[config.mk]
export PLATFORM = sky130hd
export DESIGN_NAME = ascon_hash_host
export DESIGN_NICKNAME = d
export VERILOG_FILES = /design/src/rtl/ascon_hash_host.sv
export SDC_FILE = /design/constraint.sdc
export NUM_CORES = 1
export LEC_CHECK = 0
export ABC_AREA = 1
export CAP_MARGIN = 25
export CORE_ASPECT_RATIO = 0.5
export CORE_MARGIN = 4
export CORE_UTILIZATION = 30
export CTS_CLUSTER_SIZE = 28
export DETAILED_ROUTE_END_ITERATION = 10
export HOLD_SLACK_MARGIN = 0.02
export PLACE_DENSITY = 0.64
export SKIP_LAST_GASP = 1
export SLEW_MARGIN = 10
export SYNTH_ARGS = -nofsm -noshare
export SYNTH_HDL_FRONTEND = slang
export SYNTH_SLANG_ARGS = --single-unit
[constraint.sdc]
create_clock -name clk -period 1.9 [get_ports clk]
set_input_delay 0.285 -clock clk [delete_from_list [all_inputs] [get_ports clk]]
set_output_delay 0.285 -clock clk [all_outputs]
set_load 0.05 [all_outputs]
[src/rtl/ascon_hash_host.sv]
`default_nettype none
// +--------------------------------------------------------------------------+
// | Module      : ascon_hash_host                                            |
// | Description : Hardware initiator for the ASCON engine's 16-bit toggle-   |
// |               handshake board interface. Streams pre-padded 64-bit       |
// |               blocks as CONF/MSG words, then issues OK acknowledges to   |
// |               read back the 256-bit ASCON-HASH digest.                   |
// | Options     : define HOST_TIMEOUT_EN to enable the handshake watchdog    |
// |               (TIMEOUT_CYCLES) and the sticky err flag.                  |
// | Revision    : 1.0 - initial release                                      |
// +--------------------------------------------------------------------------+
module ascon_hash_host #(
   parameter int TIMEOUT_CYCLES = 1024
) (
   input  logic         clk,
   input  logic         rst,
   input  logic         start,
   input  logic [63:0]  s_block,
   input  logic         s_valid,
   input  logic         s_last,
   output logic         s_ready,
   output logic [15:0]  bd_in_data,
   output logic [15:0]  bd_in_config,
   input  logic [15:0]  bd_out_data,
   input  logic [15:0]  bd_out_config,
   output logic [255:0] hash,
   output logic         hash_valid,
   output logic         busy,
   output logic         err
);

   // Word type codes, matching the engine's ascon_constants.vh
   localparam logic [3:0] c_type_conf = 4'h1;
   localparam logic [3:0] c_type_msg  = 4'h2;
   localparam logic [3:0] c_type_ok   = 4'h3;

   typedef enum logic [2:0] {
      c_st_idle      = 3'd0,
      c_st_wait_conf = 3'd1,
      c_st_load      = 3'd2,
      c_st_send      = 3'd3,
      c_st_wait_w    = 3'd4,
      c_st_fin       = 3'd5,
      c_st_wait_h    = 3'd6,
      c_st_release   = 3'd7
   } state_t;

   state_t         r_state;
   state_t         w_state_nxt;
   logic [63:0]    r_block;
   logic [63:0]    w_block_nxt;
   logic           r_last;
   logic           w_last_nxt;
   logic [1:0]     r_word_idx;
   logic [1:0]     w_word_idx_nxt;
   logic [3:0]     r_rd_idx;
   logic [3:0]     w_rd_idx_nxt;
   logic [15:0]    r_data;
   logic [15:0]    r_cfg;
   logic           r_rx_exp;
   logic           w_rx_exp_nxt;
   logic           r_rx_tgl;
   logic [255:0]   r_hash;
   logic [255:0]   w_hash_nxt;
   logic           r_hash_valid;
   logic           w_hash_valid_nxt;

   // Word issue request from the FSM
   logic           w_issue;
   logic [3:0]     w_issue_type;
   logic           w_issue_frame;
   logic           w_issue_final;
   logic           w_issue_hsel;
   logic [15:0]    w_issue_data;

   logic           w_ack;
   logic           w_timeout;
   logic           w_err_set;
   logic           w_err_clr;
   logic [5:0]     w_blk_msb;
   logic [7:0]     w_hash_msb;
   logic [15:0]    w_blk_word;
   logic           w_unused_bits;

   // The rx toggle is registered once; comparing it to rx_exp gives a
   // clean single-cycle ack because rx_exp flips on the cycle it is consumed.
   assign w_ack = (r_rx_tgl != r_rx_exp);

   // 63-16k and 255-16r expressed as bit-inverted indices
   assign w_blk_msb  = {~r_word_idx, 4'hF};
   assign w_hash_msb = {~r_rd_idx, 4'hF};
   assign w_blk_word = r_block[w_blk_msb -: 16];

   assign s_ready      = (r_state == c_st_load);
   assign busy         = (r_state != c_st_idle);
   assign bd_in_data   = r_data;
   assign bd_in_config = r_cfg;
   assign hash         = r_hash;
   assign hash_valid   = r_hash_valid;

   // Next-state and word-issue decode
   always_comb begin
      w_state_nxt      = r_state;
      w_block_nxt      = r_block;
      w_last_nxt       = r_last;
      w_word_idx_nxt   = r_word_idx;
      w_rd_idx_nxt     = r_rd_idx;
      w_rx_exp_nxt     = r_rx_exp;
      w_hash_nxt       = r_hash;
      w_hash_valid_nxt = 1'b0;
      w_issue          = 1'b0;
      w_issue_type     = c_type_ok;
      w_issue_frame    = 1'b0;
      w_issue_final    = 1'b0;
      w_issue_hsel     = 1'b0;
      w_issue_data     = 16'h0000;
      w_err_set        = 1'b0;
      w_err_clr        = 1'b0;

      case (r_state)
         c_st_idle: begin
            if (start) begin
               w_issue       = 1'b1;
               w_issue_type  = c_type_conf;
               w_issue_frame = 1'b1;
               w_issue_hsel  = 1'b1;
               w_err_clr     = 1'b1;
               w_state_nxt   = c_st_wait_conf;
            end
         end

         c_st_wait_conf: begin
            if (w_ack) begin
               w_rx_exp_nxt = ~r_rx_exp;
               w_state_nxt  = c_st_load;
            end else if (w_timeout) begin
               w_err_set   = 1'b1;
               w_state_nxt = c_st_idle;
            end
         end

         c_st_load: begin
            if (s_valid) begin
               w_block_nxt    = s_block;
               w_last_nxt     = s_last;
               w_word_idx_nxt = 2'd0;
               w_state_nxt    = c_st_send;
            end
         end

         c_st_send: begin
            w_issue       = 1'b1;
            w_issue_type  = c_type_msg;
            w_issue_data  = w_blk_word;
            w_issue_frame = r_last && (r_word_idx == 2'd3);
            w_issue_final = r_last && (r_word_idx == 2'd3);
            w_state_nxt   = c_st_wait_w;
         end

         c_st_wait_w: begin
            if (w_ack) begin
               w_rx_exp_nxt = ~r_rx_exp;
               if (r_word_idx != 2'd3) begin
                  w_word_idx_nxt = r_word_idx + 2'd1;
                  w_state_nxt    = c_st_send;
               end else if (r_last) begin
                  w_state_nxt = c_st_fin;
               end else begin
                  w_state_nxt = c_st_load;
               end
            end else if (w_timeout) begin
               w_err_set   = 1'b1;
               w_state_nxt = c_st_idle;
            end
         end

         c_st_fin: begin
            w_issue       = 1'b1;
            w_issue_type  = c_type_ok;
            w_issue_frame = 1'b1;
            w_issue_final = 1'b1;
            w_rd_idx_nxt  = 4'd0;
            w_state_nxt   = c_st_wait_h;
         end

         c_st_wait_h: begin
            if (w_ack) begin
               w_rx_exp_nxt                 = ~r_rx_exp;
               w_hash_nxt[w_hash_msb -: 16] = bd_out_data;
               if (r_rd_idx != 4'd15) begin
                  w_issue      = 1'b1;
                  w_issue_type = c_type_ok;
                  w_rd_idx_nxt = r_rd_idx + 4'd1;
               end else begin
                  w_state_nxt = c_st_release;
               end
            end else if (w_timeout) begin
               w_err_set   = 1'b1;
               w_state_nxt = c_st_idle;
            end
         end

         c_st_release: begin
            // Final release word: the engine does not answer it
            w_issue          = 1'b1;
            w_issue_type     = c_type_ok;
            w_issue_frame    = 1'b1;
            w_issue_final    = 1'b1;
            w_hash_valid_nxt = 1'b1;
            w_state_nxt      = c_st_idle;
         end

         default: begin
            w_state_nxt = c_st_idle;
         end
      endcase
   end

   // FSM, datapath and registered word outputs
   always_ff @(posedge clk or negedge rst) begin
      if (!rst) begin
         r_state      <= c_st_idle;
         r_block      <= 64'h0;
         r_last       <= 1'b0;
         r_word_idx   <= 2'd0;
         r_rd_idx     <= 4'd0;
         r_data       <= 16'h0000;
         r_cfg        <= 16'h0000;
         r_rx_exp     <= 1'b0;
         r_rx_tgl     <= 1'b0;
         r_hash       <= 256'h0;
         r_hash_valid <= 1'b0;
      end else begin
         r_state      <= w_state_nxt;
         r_block      <= w_block_nxt;
         r_last       <= w_last_nxt;
         r_word_idx   <= w_word_idx_nxt;
         r_rd_idx     <= w_rd_idx_nxt;
         r_rx_exp     <= w_rx_exp_nxt;
         r_rx_tgl     <= bd_out_config[2];
         r_hash       <= w_hash_nxt;
         r_hash_valid <= w_hash_valid_nxt;
         if (w_issue) begin
            r_data <= w_issue_data;
            r_cfg  <= {5'b00000, w_issue_type, w_issue_frame, w_issue_final,
                       3'b000, w_issue_hsel, ~r_cfg[0]};
         end
      end
   end

`ifdef HOST_TIMEOUT_EN
   localparam int c_tmo_w = (TIMEOUT_CYCLES > 2) ? $clog2(TIMEOUT_CYCLES) : 1;

   logic [c_tmo_w-1:0] r_tmo_cnt;
   logic               r_err;
   logic               w_in_wait;

   assign w_in_wait = (r_state == c_st_wait_conf) || (r_state == c_st_wait_w) ||
                      (r_state == c_st_wait_h);
   assign w_timeout = w_in_wait && !w_ack &&
                      (r_tmo_cnt == c_tmo_w'(TIMEOUT_CYCLES - 1));
   assign err       = r_err;

   // Watchdog: counts idle cycles in a WAIT state, cleared by every ack
   always_ff @(posedge clk or negedge rst) begin
      if (!rst) begin
         r_tmo_cnt <= '0;
      end else if (!w_in_wait || w_ack || w_timeout) begin
         r_tmo_cnt <= '0;
      end else begin
         r_tmo_cnt <= r_tmo_cnt + c_tmo_w'(1);
      end
   end

   // Sticky error flag, cleared when the next job starts
   always_ff @(posedge clk or negedge rst) begin
      if (!rst) begin
         r_err <= 1'b0;
      end else if (w_err_clr) begin
         r_err <= 1'b0;
      end else if (w_err_set) begin
         r_err <= 1'b1;
      end
   end
`else
   assign w_timeout = 1'b0;
   assign err       = 1'b0;
`endif

   // Response bits the host does not interpret
   assign w_unused_bits = ^{bd_out_config[15:3], bd_out_config[1:0], w_err_set,
                            w_err_clr, (TIMEOUT_CYCLES != 0)};

endmodule
`default_nettype wire

==> summary.txt <==
Power
  • PD cells: 1290 mW/mm^2
  • Sequential power share: 38.3%
  • Total Power: 25.5 mW
  • Combinational share of power: 33.5%
  • Psw: 9.94 mW
  • Clock power frac: 28.2%
  • Switching share of power: 39.0%
  • VDD IR max: 0.616 mV
  • Leak: 9.32 nW
  • Pint: 15.5 mW

Routing
  • Drt pass-1 iters: 7
  • DRC: 0
  • Vias/cell: 4.60
  • WL final: 47,800 um
  • Detailed Route Iter0 Violations: 976
  • Antenna-violating nets left: 0
  • Vias: 12,300
  • Wire per inst: 17.9 um

Logic synthesis
  • Largest cells by area after synthesis: dfrtp_1 61%, nand2_1 16%, nand3_1 5.4%
  • Netlist cell types: 30
  • Synth Area per Inst: 8.90 sq um
  • Seq/Total Area, Yosys: 60.5%
  • Xor/xnor cell area share of the yosys netlist: 0.0597%
  • Synthesized area: 0.0147 sq mm
  • Mux cell area share after synthesis: 0%
  • Post-synthesis adder-cell area fraction: 0.597%
  • Simple-Gate Fraction of Synth Area: 24.9%
  • Synth Area in Compound Gates: 7.77%
  • Post-synthesis cell count: 1,648
  • Syn. warnings: 0
  • Yosys top cell by area: dfrtp_1
  • #FFs+latches synth: 355
  • Synth top area share: 60.5%
  • Main combinational cell family by area after synthesis: simple AND/OR/NAND/NOR gates

Critical path
  • Worst setup path endpoint: busy
  • Delay of the slowest critical-path stage: 0.46 ns
  • WP data arrival: 1.54 ns
  • Reg2reg end: hash[19]$_DFFE_PN0P_
  • Critical path startpoint category: flip-flop
  • WS Path Type: reg -> out
  • Critical path origin: r_state[0]$_DFFE_PN0P_
  • Flop2flop setup slack: 0.19 ns
  • Critical path, cell by cell: nor2_4 -> nand2_1 -> buf_4 -> buf_12
  • FF-to-FF path depth: 10
  • Worst Path Required: 1.62 ns
  • Endpoint class of the critical path: primary output
  • Slowest cell on crit path: dfrtp_2
  • R2r startpoint: r_state[0]$_DFFE_PN0P_
  • Worst-path maximum fanout: 7

Floorplanning
  • Core Region: 0.0476 sq mm
  • DIE WIDTH: 321 um
  • Ports: 393
  • Die Y: 164 um
  • Starting density of the core: 30.8%
  • FP Rows: 56
  • Die area: 0.0527 sq mm

STA
  • Final setup viols: 0
  • Hold Fails Final Rpt: 0
  • Max_slew headroom: 61.1%
  • Fin. max-slew vios: 0
  • RSZ-0062 raised after global routing: yes
  • Hold WS: 0.0982 ns
  • Crit path time final: 1.83 ns
  • Post-Route Setup TNS: 0 ns
  • Clk_skew: 0.0236 ns
  • Worst-Margin Slew: 0.582 ns
  • Final Cycle Share: 96.2%
  • Fmax: 547 MHz

Placed design
  • Area after DPL: 0.0187 sq mm
  • Post-DP HPWL: 35,700 um
  • Port bufs: 366
  • GPL Wtd Cong: 0.845
  • Placed cells: 2,608

Clock tree
  • Worst-skew pair later-pin latency: 0.54 ns
  • Clock Path Buffers: 3
  • CTS Buf Count: 35
  • CTS H-tree lvls: 2
  • CTS tree: built
  • Root buffer cell: clkbuf_16
  • Worst-path clk slew: 0.06 ns
  • Clock Sinks: 355

Finish
  • Design area: 0.0197 sq mm
  • Share of layout cells above drive strength 1: 13.0%
  • Nets@finish: 2,117
  • Final non-filler cell total: 2,672
  • Synth-to-Final Area Change: 34.5%
  • Antenna cells: 0

Flow run
  • Max-Cap Viols: 0

Min path
  • Hold Path Class: in -> reg
  • Worst Hold Depth: 3

Global routing
  • Largest net degree at the start of global routing: 67
  • Number of global-route vias before repair: 12,000
  • Grt ovf: 0
  • Antenna violations before repair: 1
  • First-pass GRT wire length: 72,600 um
  • Total track usage: 17.8%

Run status
  • Status: complete, no violations
layout make-up:
cell class / count / area [sq um]
multi-input cells: 1133 / 4940
repair buffers: 419 / 3700
inverters: 65 / 246
flip-flops and latches: 355 / 8890
clock buffers: 47 / 992
clock inverters: 15 / 176
fillers: 4752 / 27800
well taps: 638 / 798
worst max-delay path, delay by kind of cell (launching register included):
family / cells / cell delay, ns
flip-flops: 1 / 0.46
buffers and inverters: 2 / 0.29
AND/OR/NAND/NOR: 2 / 0.25
registers in the layout, indices dropped and copies added (netlist names):
| register | cells |
|---|---|
| r_word_idx | 2 |
| bd_in_data | 16 |
| hash | 256 |
| bd_in_config | 6 |
| r_last | 1 |
| r_rx_exp | 1 |
| r_rx_tgl | 1 |
| hash_valid | 1 |
| r_state | 3 |
| r_rd_idx | 4 |
| r_block | 64 |
worst min path at each step:
| stage | from | endpoint |
|---|---|---|
| after floorplan | rst | bd_in_config[0]$_DFFE_PN0P_ |
| after global placement | rst | bd_in_data[5]$_DFFE_PN0P_ |
| after detailed placement | rst | bd_in_data[5]$_DFFE_PN0P_ |
| after CTS | s_valid | r_block[53]$_DFFE_PN0P_ |
| after global routing | s_valid | r_block[55]$_DFFE_PN0P_ |
| final | s_valid | r_block[53]$_DFFE_PN0P_ |
kinds of logic after synthesis:
logic type / count (synthesis)
adders and majority gates: 7
xor gates and xnor gates: 1
DFF: 355
other: 1
AOI/OAI and AO/OA: 226
and+or+nand+nor: 888
buffers and inverters: 170
metrics by stage:
stage | setup slack, ns | util, %
floorplan | 0.0175 | -
global placement | 0.249 | 39.4
finish | 0.0717 | 41.5
detailed placement | 0.187 | 39.4
global route | -0.00726 | 41.5
CTS | 0.00386 | 41.5
placed cells by master (no fill, tap or decap), types with 10 or more instances in the layout:
| cell type | count |
|---|---|
| nand2_1 | 631 |
| o21ai_0 | 157 |
| buf_4 | 162 |
| inv_1 | 53 |
| clkbuf_16 | 36 |
| clkdlybuf4s50_1 | 83 |
| nor2_1 | 75 |
| o21ai_1 | 60 |
| nand3_1 | 159 |
| buf_12 | 11 |
| dlygate4sd2_1 | 160 |
| conb_1 | 11 |
| dfrtp_1 | 353 |
| nand2_4 | 10 |
power groups by stage:
| stage | sequential, mW | combinational (mW) | clock (mW) |
|---|---|---|---|
| after floorplan | 11.9 | 3.42 | 0 |
| after global placement | 9.84 | 8.70 | 0 |
| after detailed placement | 9.87 | 8.82 | 0 |
| after CTS | 9.75 | 8.64 | 7.35 |
| after global routing | 9.93 | 9.31 | 7.68 |
| final | 9.76 | 8.54 | 7.17 |
timing repair:
action	CTS	global route
hold endpoints to repair	161	0
hold buffers	1	0
resized for setup	162	3
buffers inserted	1	0
endpoints found under the setup margin	162	9
Yosys cell counts, drive strengths merged:
cell type	n
nand2	646
dfrtp	355
o21ai	217
nand3	160
nor2	80
buf	75
inv	62
clkbuf	30
ha	7
a21oi	4
clkinv	3
o22ai	2
a31oi	1
conb	1
nor3	1
o211ai	1
o21bai	1
or2	1
xor2	1
per-layer routing:
metal | GRT usage, % | vias to the layer above | share of wire [%]
li1 | - | 5969 | -
met1 | 22.1 | 5912 | 40
met2 | 31.2 | 314 | 51
met3 | 2.65 | 99 | 4.0
met4 | 8.14 | 2 | 5.0
met5 | 0 | - | 0.027
Note: power is estimated with default switching activity, not from simulation.
